===== src/rtl/uart_frame_check.sv =====
// UART RX frame checker: validates start, optional parity and stop bits of one
// frame, assembles the data word LSB-first and counts errored frames.
module uart_frame_check #(
  parameter int DATA_WIDTH = 8,  // 5..9
  parameter int STOP_BITS  = 1,  // 1 or 2
  parameter int CNT_WIDTH  = 8
) (
  input  logic                  clk,
  input  logic                  rst,
  input  logic                  frame_start,
  input  logic                  bit_valid,
  input  logic                  sampled_bit,
  input  logic                  par_en,
  input  logic                  par_type,
  input  logic                  clr_cnt,
  output logic                  busy,
  output logic [DATA_WIDTH-1:0] data_out,
  output logic                  frame_done,
  output logic                  start_err,
  output logic                  par_err,
  output logic                  stop_err,
  output logic [CNT_WIDTH-1:0]  err_cnt
);

  localparam int BCW = $clog2(DATA_WIDTH + 1);
  localparam logic [BCW-1:0] LAST_DATA = BCW'(DATA_WIDTH - 1);
  localparam logic [BCW-1:0] LAST_STOP = BCW'(STOP_BITS - 1);

  typedef enum logic [2:0] {
    S_IDLE,
    S_START,
    S_DATA,
    S_PARITY,
    S_STOP
  } state_e;

  state_e                state_q, state_d;
  logic [BCW-1:0]        bit_cnt_q, bit_cnt_d;
  logic [DATA_WIDTH-1:0] data_q, data_d;
  logic                  par_acc_q, par_acc_d;
  logic                  par_en_q, par_en_d;
  logic                  par_type_q, par_type_d;
  logic                  frame_done_q, frame_done_d;
  logic                  start_err_q, start_err_d;
  logic                  par_err_q, par_err_d;
  logic                  stop_err_q, stop_err_d;
  logic [CNT_WIDTH-1:0]  err_cnt_q, err_cnt_d;

  // Frame FSM: next state, bit assembly, parity and error flags.
  always_comb begin
    // NOTE: every signal gets a default first so no path leaves it unassigned,
    // which would otherwise infer a latch.
    state_d      = state_q;
    bit_cnt_d    = bit_cnt_q;
    data_d       = data_q;
    par_acc_d    = par_acc_q;
    par_en_d     = par_en_q;
    par_type_d   = par_type_q;
    frame_done_d = 1'b0;
    start_err_d  = start_err_q;
    par_err_d    = par_err_q;
    stop_err_d   = stop_err_q;

    unique case (state_q)
      S_IDLE: begin
        // A bit_valid in the accepting cycle is not the start bit.
        if (frame_start) begin
          state_d     = S_START;
          data_d      = '0;
          start_err_d = 1'b0;
          par_err_d   = 1'b0;
          stop_err_d  = 1'b0;
          par_en_d    = par_en;
          par_type_d  = par_type;
        end
      end
      S_START: begin
        if (bit_valid) begin
          if (sampled_bit) begin
            // Aborted frame: nothing after the start bit is checked.
            start_err_d  = 1'b1;
            frame_done_d = 1'b1;
            state_d      = S_IDLE;
          end else begin
            state_d   = S_DATA;
            bit_cnt_d = '0;
            par_acc_d = 1'b0;
          end
        end
      end
      S_DATA: begin
        if (bit_valid) begin
          // data_q was cleared at frame accept, so OR-ing places the bit.
          data_d    = data_q | (DATA_WIDTH'(sampled_bit) << bit_cnt_q);
          par_acc_d = par_acc_q ^ sampled_bit;
          if (bit_cnt_q == LAST_DATA) begin
            bit_cnt_d = '0;
            state_d   = par_en_q ? S_PARITY : S_STOP;
          end else begin
            bit_cnt_d = bit_cnt_q + 1'b1;
          end
        end
      end
      S_PARITY: begin
        if (bit_valid) begin
          par_err_d = (sampled_bit != (par_acc_q ^ par_type_q));
          state_d   = S_STOP;
        end
      end
      S_STOP: begin
        if (bit_valid) begin
          if (!sampled_bit) stop_err_d = 1'b1;
          if (bit_cnt_q == LAST_STOP) begin
            bit_cnt_d    = '0;
            frame_done_d = 1'b1;
            state_d      = S_IDLE;
          end else begin
            bit_cnt_d = bit_cnt_q + 1'b1;
          end
        end
      end
      default: state_d = S_IDLE;
    endcase
  end

  // Saturating error counter; bumps in the frame_done cycle, clear wins.
  always_comb begin
    err_cnt_d = err_cnt_q;
    if (clr_cnt) begin
      err_cnt_d = '0;
    end else if (frame_done_q && (start_err_q || par_err_q || stop_err_q)
                 && (err_cnt_q != '1)) begin
      err_cnt_d = err_cnt_q + 1'b1;
    end
  end

  // State register with synchronous reset.
  always_ff @(posedge clk) begin
    // NOTE: non-blocking assignments so every flop samples pre-edge values.
    if (rst) begin
      state_q      <= S_IDLE;
      bit_cnt_q    <= '0;
      data_q       <= '0;
      par_acc_q    <= 1'b0;
      par_en_q     <= 1'b0;
      par_type_q   <= 1'b0;
      frame_done_q <= 1'b0;
      start_err_q  <= 1'b0;
      par_err_q    <= 1'b0;
      stop_err_q   <= 1'b0;
      err_cnt_q    <= '0;
    end else begin
      state_q      <= state_d;
      bit_cnt_q    <= bit_cnt_d;
      data_q       <= data_d;
      par_acc_q    <= par_acc_d;
      par_en_q     <= par_en_d;
      par_type_q   <= par_type_d;
      frame_done_q <= frame_done_d;
      start_err_q  <= start_err_d;
      par_err_q    <= par_err_d;
      stop_err_q   <= stop_err_d;
      err_cnt_q    <= err_cnt_d;
    end
  end

  assign busy       = (state_q != S_IDLE);
  assign data_out   = data_q;
  assign frame_done = frame_done_q;
  assign start_err  = start_err_q;
  assign par_err    = par_err_q;
  assign stop_err   = stop_err_q;
  assign err_cnt    = err_cnt_q;

endmodule

===== config.mk =====
export PLATFORM = sky130hd
export DESIGN_NAME = uart_frame_check
export DESIGN_NICKNAME = d
export VERILOG_FILES = /design/src/rtl/uart_frame_check.sv
export SDC_FILE = /design/constraint.sdc
export NUM_CORES = 1
export LEC_CHECK = 0
export ABC_AREA = 1
export CAP_MARGIN = 20
export CORE_ASPECT_RATIO = 1.4
export CORE_MARGIN = 3
export CORE_UTILIZATION = 56
export CTS_CLUSTER_SIZE = 8
export DETAILED_ROUTE_END_ITERATION = 12
export HOLD_SLACK_MARGIN = 0.06
export PLACE_DENSITY_LB_ADDON = 0.2
export SETUP_SLACK_MARGIN = 0.15
export SKIP_CTS_REPAIR_TIMING = 1
export SLEW_MARGIN = 10
export SYNTH_ARGS = -nofsm -noshare
export SYNTH_HDL_FRONTEND = slang
export SYNTH_SLANG_ARGS = --single-unit

===== constraint.sdc =====
create_clock -name clk -period 3.2 [get_ports clk]
set_input_delay 0.64 -clock clk [delete_from_list [all_inputs] [get_ports clk]]
set_output_delay 0.64 -clock clk [all_outputs]
set_load 0.05 [all_outputs]

## After elaboration in Yosys (flattened, before gate mapping)

Index checks and enable logic that the tools add are counted.

| word-level totals | value |
|---|---|
| bits of input ports | 8 |
| memories kept | 0 |
| output and inout bits | 21 |
| bits in latches | 0 |
| bits in writable memories | 0 |
| bits in registers | 30 |
| word-level logic and storage cells | 94 |
| bits in read-only memories | 0 |

| cells by class | value |
|---|---|
| eq/ne operators | 17 |
| add/sub/neg operators | 2 |
| shift operators | 1 |
| order comparisons | 0 |
| bitwise operators | 3 |
| reduce and logical (&&, ||, !) cells | 22 |
| div/mod/pow operators | 0 |
| $mul | 0 |
| muxes and demuxes | 38 |

Operators with widths:

| cell | count |
|---|---|
| 3-bit two-way mux | 8 |
| 4-bit two-way mux | 6 |
| 2-bit inequality test, second input constant | 10 |
| 8-bit two-way mux | 2 |
| 8-bit case mux with 2 select lines | 1 |
| 3-bit case mux with 5 select lines | 1 |
| 1-bit two-way mux | 13 |
| 4-bit case mux with 3 select lines | 1 |
| 4-bit AND reduction | 3 |
| 1-bit case mux with 2 select lines | 5 |
| 2-bit nonzero test | 5 |
| 8-bit by 1-bit adder with 8-bit output, second input constant | 1 |
| 8-bit inequality test, second input constant | 1 |
| 8-bit OR | 1 |
| 1-bit by 4-bit << shifter with 8-bit output | 1 |
| 7-bit AND reduction | 1 |
| 3-bit by 2-bit equality test with 1-bit output, second input constant | 2 |
| 3-bit AND reduction | 2 |
| 3-bit nonzero test | 2 |
| 5-bit AND reduction | 1 |
| 4-bit by 1-bit adder with 4-bit output, second input constant | 1 |
| 4-bit by 3-bit equality test with 1-bit output, second input constant | 1 |
| 4-bit zero test | 1 |
| 3-bit by 1-bit equality test with 1-bit output, second input constant | 1 |
| other kinds (9) | 12 |

## Longest topological paths before layout

Gate-level depths: netlist of the first run.

| depth | value |
|---|---|
| depth after elaboration | 4 |
| mapped depth | 9 |
| mapped depth without buffers | 9 |

## Worst setup path after synthesis of the first run

OpenSTA, ideal clock, no wires.

| path | value |
|---|---|
| path type | reg2reg |
| start point | register err_cnt_q[0], in the netlist err_cnt[0] |
| end point | register err_cnt_q[3], in the netlist err_cnt[3] |
| setup slack | 1.533 ns |
| cell stages (with the launch flop) | 8 |
| arrival | 1.597 ns |
| clock period less this slack | 1.667 ns |
| data required time | 3.130 ns |
| buffers on the path | 0 |
| cell sequence | dfxtp_1 > ha_1 > inv_1 > nor2_1 > nand2_1 > nand3_1 > nand2_1 > a21oi_1 |

| between the ends | value |
|---|---|
| longest elaborated chain between the ends | 2 |
| elaborated cells between the ends (all ways) | 3 |
| those cells by class | 1 x add/sub; 1 x eq/ne; 1 x reduce/logical |

Ends and longest elaborated chain:

| what | line | text |
|---|---|---|
| start, declared | 47 | `logic [CNT_WIDTH-1:0] err_cnt_q, err_cnt_d;` |
| start signal, assigned | 163 | `err_cnt_q <= err_cnt_d;` |
| parallel branches: the longest is 2 deep, another holds 8-bit by 1-bit adder with 8-bit output | - |  |

Several ways; the timed one is not identified.
A chain may end at the register's enable or synchronous reset.

## Worst setup path in the final report of the first run

| path | value |
|---|---|
| start point | register state_q[1] |
| end point | output busy |

| between the ends | value |
|---|---|
| longest elaborated chain between the ends | 1 |

Ends and longest elaborated chain:

| what | line | text |
|---|---|---|
| start, declared | 37 | `state_e state_q, state_d;` |
| start signal, assigned | 153 | `state_q <= state_d;` |
| 3-bit nonzero test | 167 | `assign busy = (state_q != S_IDLE);` |
| end, declared | 16 | `output logic busy,` |

No other way between the ends.

==> impl.org, run 1 <==
** Timing
- Total setup violations reported at the end of the flow :: 0
- Derived from the worst setup path, the maximum achievable clock frequency is 397.1 MHz.
- For the final routed database, the setup TNS stands at 0 ns.
- Dividing the final minimum period by the clock period gives 0.7870.
- Relative slew margins :: 0.6414
- Transition time at the pin with the least slew margin :: 0.5363 ns
- The worst path in the final design needs a cycle of 2.518 ns, including I/O delays and setup.
- Between clock sinks in the finished design, the worst skew comes to 0.01246 ns.
- The number of max-slew violations in the final report was 0.
- Fin worst setup slack :: 0.6817 ns
- Setup repair after global routing left no endpoint under its margin.
- The count of endpoints failing hold in the final timing report came to 0.

** Place
- During placement, the flow inserted port buffers numbering 28.
- Routability-driven placement finished with a final weighted congestion of 0.9154.
- Once placement finished, the instance area stood at 1932 um^2.
- Detailed-placement wirelength estimate :: 2729 um
- Before CTS, the worst setup slack after placement is 1.047 ns.

** Floorplanning
- Total die area :: 3572 um^2
- I/O Pins :: 29
- The floorplan step set the die width to 51.38 um.
- The region available for standard cell placement spans 2698 um^2.
- Row generation in the floorplan step produced 22 rows.
- For this configuration, the core starts out at a cell density of 0.5983.
- Height of the die :: 69.52 um

** Logic synthesis
- Multiplexer share of the synthesized area :: 0
- Synth top area cells :: dfxtp_1 37%, nand2_1 14%, nor2_1 12%, nand3_1 7.4%, a21oi_1 6.8%
- Unique masters post-synth :: 20
- EDFF count, synth :: 0
- Of the total synthesized cell area, the portion taken by XOR and XNOR cells is 0.03256.
- Among all cell types in the netlist, the one instantiated most often is nand2_1.
- After synthesis, the most frequently instantiated cells are 60 x nand2_1, 51 x nor2_1, 30 x dfxtp_1.
- Each instance of the synthesized netlist takes up on average 6.430 um^2.
- Asr flop ratio synth :: 0
- Net count of the mapped netlist :: 262
- The share of synthesized area in the top cell type comes to 0.3721.
- Synthesis produced a netlist whose cell count is 251.
- The fraction of the mapped netlist area in compound gates is 0.09767.
- Seq cells post-synth :: 30
- Yosys top cell by area :: dfxtp_1
- Of the total synthesized cell area, the portion taken by full adders, half adders and majority gates is 0.02326.
- Yosys warnings :: 0
- The share of the Yosys chip area taken by registers is 0.3721.
- Post-Synthesis Cell Area :: 1614 um^2
- Combinational family with the most area after synthesis :: simple AND/OR/NAND/NOR gates
- Post-Synth Simple-Gate Area :: 0.4000
- Top FF cell, synth :: dfxtp_1

** Power
- Power spread over the standard cell area amounts to 716.9 nW/um^2.
- For this design the static power due to leakage is 0.8744 nW.
- The worst-case IR drop observed on VDD is 596.7 uV.

** Routing
- Summed over all layers, the routed wires come to 3505 um.
- Remaining design rule violation count :: 0
- After detailed routing, the average wire length per cell comes to 10.92 um.
- Before antenna repair, the detailed router went through 4 iterations.
- Average vias per placed instance :: 5.103
- Initial DRC Count :: 48
- Detailed-route via count :: 1638
- Routed Antenna Nets :: 0

** Setup path
- Data required time at the worst endpoint :: 2.56 ns
- In this run the critical register-to-register path is launched from err_cnt[0].
- In this run the worst setup path begins at state_q[1].
- For the worst setup path, the data arrival time is 1.88 ns.
- Crit end category :: output pin
- Along the worst path, the maximum fanout reaches 5.
- Startpoint type of the worst setup path :: flip-flop
- The critical path is of the flip-flop to output pin type.

** Global route
- The via count of the first global-routing pass is 1513.
- The initial antenna violation count was 0.
- The first global-routing pass estimated 6175 um of wire.
- Entering global routing, the biggest net connects 12 pins.
- The total overflow left after global routing is 0.
- Across every metal layer, demand over resource in global routing totals 0.2237.

** Finish
- Ant diodes :: 0
- Design area :: 1996 um^2
- Summing all multi-input logic gate instances after layout gives 893.4 um^2.
- Area growth, synth to finish :: 23.64%
- Registers take 600.6 um^2.
- Number of fill cells in the layout :: 235
- At the end of the flow, the number of nets in the layout was 295.
- Of the cells placed in the final design, the portion with a size suffix greater than 1 is 0.08772.

** Clock tree
- The clock tree synthesis step divided the H-tree into 2 levels.
- TritonCTS built the clock tree.
- Clock Path Buffers :: 2
- After clock tree synthesis, the clock-pin slew on the worst setup and hold paths is 0.10 ns.
- The clock reaches the later pin of the worst-skew pair after 0.34 ns.
- Root Buffer :: clkbuf_4
- Clock sink total :: 30
- Buffers inserted during clock tree synthesis total 5.

** Outcome
- Result of the run :: finished clean

** Min path
- Kind of path behind the tightest hold check :: flip-flop to flip-flop
- The worst hold path begins at data_out[7].

** Job
- Across the run, the number of max-cap violations was 0.
## flip-flops by register name, indices dropped and copies added (netlist names)
name and cells:
data_out 8, err_cnt 8, bit_cnt_q 4, state_q 3
frame_done 1, par_acc_q 1, par_en_q 1, par_err 1
par_type_q 1, start_err 1, stop_err 1
## layout by cell type (no fill, tap or decap), types with 2 or more instances in the layout
cell	instances
nand2_1	60
nor2_1	51
dfxtp_1	30
clkdlybuf4s50_1	28
inv_1	25
nand3_1	24
a21oi_1	22
o21ai_0	6
inv_2	5
nor2_2	5
clkbuf_4	5
xor2_1	4
nand4_1	4
nand2_2	3
ha_1	3
xnor2_1	2
## final cells by class
cell class | count | area share
tap | 36 | 0.02257
inverter | 30 | 0.05643
multi-input combinational | 189 | 0.4476
clock buffer | 6 | 0.02571
timing repair buffer | 28 | 0.1404
clock inverter | 2 | 0.006270
sequential | 30 | 0.3009
## power by group
part           switching, mW  total [mW]  internal (mW)
combinational          0.468       0.700          0.232
clock                  0.132       0.238          0.105
sequential            0.0659       0.493          0.427
## critical path, cell delays in order, from the launching register on
cell             delay (ns)
dfxtp_1                0.47
inv_2                  0.08
nand2_1                0.09
nor2_2                 0.06
inv_1                  0.07
clkdlybuf4s50_1        0.79
## logic make-up (layout without fill, tap and decap cells)
| logic type | Yosys count | count (layout) |
|---|---|---|
| flip-flops | 30 | 30 |
| AND/OR/NAND/NOR | 150 | 150 |
| adder cells (fa/ha/maj) | 3 | 3 |
| buffers and inverters | 32 | 66 |
| AO/OA/AOI/OAI | 30 | 30 |
| XOR/XNOR | 6 | 6 |
## stage by stage
step | total power [mW] | utilization | hold WS (ns) | std cells
4_1_cts | 1.440 | 0.7398 | 0.4807 | 321
6_report | 1.431 | 0.7398 | 0.4781 | 321
2_1_floorplan | 1.037 | - | 0.4452 | 251
3_3_place_gp | 1.188 | 0.7161 | 0.4497 | 313
5_1_grt | 1.560 | 0.7398 | 0.4988 | 321
3_5_place_dp | 1.193 | 0.7161 | 0.4587 | 313
## worst paths after layout
path	cells past startpoint	slack, ns	to
hold / removal	2	0.48	data_out[7]
setup reg to reg	7	1.68	err_cnt[2]
setup / recovery	5	0.68	busy
hold reg to reg	2	0.48	data_out[7]
## metal layers
metal	vias to the layer above	share of wire	track usage
li1	866	-	-
met1	726	0.41	0.2442
met2	40	0.52	0.3881
met3	6	0.044	0.06452
met4	0	0.019	0.09621
met5	-	0	0
(Power assumes the default switching activity.)
==> inputs of run 2 (changes only) <==
--- a/config.mk
+++ b/config.mk
@@ -9,7 +9,7 @@
 export CAP_MARGIN = 20
 export CORE_ASPECT_RATIO = 1.4
 export CORE_MARGIN = 3
-export CORE_UTILIZATION = 56
+export CORE_UTILIZATION = 52
 export CTS_CLUSTER_SIZE = 8
 export DETAILED_ROUTE_END_ITERATION = 12
 export HOLD_SLACK_MARGIN = 0.06
==> constraint.sdc (replaced) <==
create_clock -name clk -period 2.4 [get_ports clk]
set_input_delay 0.48 -clock clk [delete_from_list [all_inputs] [get_ports clk]]
set_output_delay 0.48 -clock clk [all_outputs]
set_load 0.05 [all_outputs]
==> run 2 against run 1 <==
Effect of this change:
- flip-flop and latch count unchanged
- sequential power up 34%
- core utilization shrank 4.2 points
- global-route usage down 0.98 points
- critical endpoint is now err_cnt[2]
- largest cell class unchanged
- clock skew is 0.0075 ns lower
- sequential share of layout area fell by 0.46 points
- combinational power grew 34%
==> impl.org, run 2 (same netlist as run 1, synthesis figures left out) <==
** Floorplanning
- The top-level I/O count is 29 (unchanged).
- The die area was 3818 um^2 (+6.9%).
- The die width came to 53.09 um (+3.3%).
- The starting density of the core came to 0.5553 (-0.04301).
- Area inside the core boundary :: 2907 um^2 (+7.7%)
- The height of the die is 71.92 um (+3.5%).
- Number of rows in the core area :: 23 (+4.5%)

** Setup path
- The largest stage delay on the critical path was 0.83 ns (+0.04 ns).
- Among cell families on the critical path, the largest total delay comes from buffers and inverters.
- The required arrival time at the worst endpoint was 1.92 ns (-0.64 ns).
- Number of buffer and inverter stages on the critical path :: 1 (-2)
- Maximum fanout count along the critical path :: 5 (unchanged)
- STA classifies the critical path endpoint as an output pin.
- Crit-path slowest cell :: clkdlybuf4s50_1
- STA classifies the critical path startpoint as a flip-flop.
- Arrival time worst endpoint :: 1.52 ns (-0.36 ns)
- The worst setup path is of the flip-flop to output pin kind.
- Series of cell instances along the critical path :: clkdlybuf4s50_1

** Timing
- Setup TNS Final :: 0 ns (unchanged)
- The number of max-slew violations in the final report came to 0 (unchanged).
- Relative slew margins :: 0.6642 (+0.02283)
- Setup repair after global routing missed its margin :: false
- Final clock skew :: 0.004940 ns (-0.007523 ns)
- Total setup violations reported at the end of the flow :: 0 (unchanged)
- The count of endpoints failing hold in the final timing report is 0 (unchanged).
- Minimum clock period :: 1.998 ns
- Share of the clock period used by the worst path :: 0.8327
- The slew at the pin closest to its max-slew limit is 0.5021 ns (-0.03415 ns).
- Timing would allow up to 500.4 MHz.

** Global route
- The total global routing overflow came to 0 (unchanged).
- The global-route wire length before repair came to 6196 um (+0.34%).
- The initial antenna violation count was 0 (unchanged).
- Total global-route track usage :: 0.2139 (-0.009845)
- The largest net degree at the start of global routing is 12 (unchanged).
- The via count of the first global-routing pass was 1515 (+0.13%).

** Place
- Detailed-placement wirelength estimate :: 2710 um (-0.68%)
- The number of input and output port buffers inserted is 28 (unchanged).
- The final weighted congestion in routability-driven placement came to 0.9068 (-0.94%).

** Finish
- Final cell utilization of the core :: 0.6974 (-0.04242)
- The number of nets at the end of the flow came to 295 (unchanged).
- Ant diodes :: 0 (unchanged)
- Number of fill cells in the layout :: 263 (+12%)
- Top library cells by usage in the layout, fill and taps aside :: 60 x nand2_1, 51 x nor2_1, 30 x dfxtp_1
- Share of layout cells above drive strength 1 :: 0.08421 (-0.003509)
- Area growth, synth to finish :: 25.58%
- The library cell used most frequently in the layout, excluding fill and tap cells, is nand2_1.

** Clock tree
- The number of clock buffers inserted by TritonCTS came to 5 (unchanged).
- The sink count of the clock tree was 30 (unchanged).
- Clock Path Buffers :: 2 (unchanged)
- In this run the clock root is driven by a clkbuf_8.
- Clock Pin Slew Worst Setup and Hold Paths :: 0.06 ns (-0.04 ns)
- Source-to-sink clock delay at the later pin of the worst-skew pair :: 0.28 ns (-0.06 ns)
- CTS tree :: yes
- CTS H-tree lvls :: 2 (unchanged)

** Routing
- Average vias per placed instance :: 5.093 (-0.19%)
- The post-route antenna net violation count came to 0 (unchanged).
- Wire length on met1 :: 1558 um (+8.0%)
- The iteration count of the initial detailed-routing pass is 4 (unchanged).
- Total Wirelength :: 3547 um (+1.2%)
- Wirelength per Cell :: 11.02 um (+0.88%)
- Detail Route met3 WL :: 114 um (-26%)
- The number of DRC markers after the initial detailed-route iteration is 49 (+2.1%).
- Remaining design rule violation count :: 0 (unchanged)
- Met2 wirelength from detailed routing :: 1809 um (-1.7%)
- The total via count after detailed routing came to 1640 (+0.12%).
- Routed signal wires occupy layers up through met4.

** Min path
- Kind of path behind the tightest hold check :: flip-flop to flip-flop

** Job
- The number of maximum-capacitance violations is 0 (unchanged).

** Outcome
- Result of the run :: finished clean

** Power
- Static leakage :: 0.8982 nW (+2.7%)
- The maximum ir drop on the vdd rail is 801.7 uV (+34%).
- Power per cell area :: 996.1 nW/um^2 (+39%)
[run 2: changes by cell type in the layout (fill, tap and decap cells not counted)]
cell / previous run / this run
clkbuf_1: 0 / 1
clkbuf_8: 1 / 6
clkbuf_4: 5 / 0
clkdlybuf4s50_1: 28 / 27
dlymetal6s2s_1: 0 / 1
clkinvlp_4: 1 / 0
[run 2: area by class of cell]
class,count,area [um^2],area share
flip-flops and latches,30,600.6,0.2963
multi-input cells,189,893.4,0.4407
clock inverters,1,5.005,0.002469
inverters,30,112.6,0.05556
well taps,37,46.29,0.02284
clock buffers,7,86.33,0.04259
repair buffers,28,282.8,0.1395
[run 2: routing by layer]
| layer | GRT usage | vias to the layer above |
|---|---|---|
| li1 | - | 862 |
| met1 | 0.2392 | 748 |
| met2 | 0.3688 | 24 |
| met3 | 0.04928 | 6 |
| met4 | 0.1080 | 0 |
| met5 | 0 | - |
[run 2: final timing paths]
check,from,end,slack [ns],depth (start not counted)
hold / removal,data_out[5],data_out[5],0.47,2
setup / recovery,err_cnt[2],err_cnt[2],0.40,1
hold reg to reg,data_out[5],data_out[5],0.47,2
setup reg to reg,err_cnt[0],err_cnt[7],0.90,7
[run 2: through the flow]
stage	area (um^2)	worst slack [ns]	total power [mW]	std cells	hold slack [ns]
2_1_floorplan	1614	0.7332	1.383	251	0.4452
3_3_place_gp	1933	0.4374	1.583	314	0.4553
3_5_place_dp	1933	0.4003	1.607	314	0.4566
4_1_cts	2024	0.09010	2.025	322	0.4726
5_1_grt	2027	0.3393	2.173	322	0.4873
6_report	2027	0.4015	2.019	322	0.4669
[run 2: report_power, final]
group | internal [mW] | switching (mW)
Clock | 0.231 | 0.189
Combinational | 0.308 | 0.631
Sequential | 0.570 | 0.0896
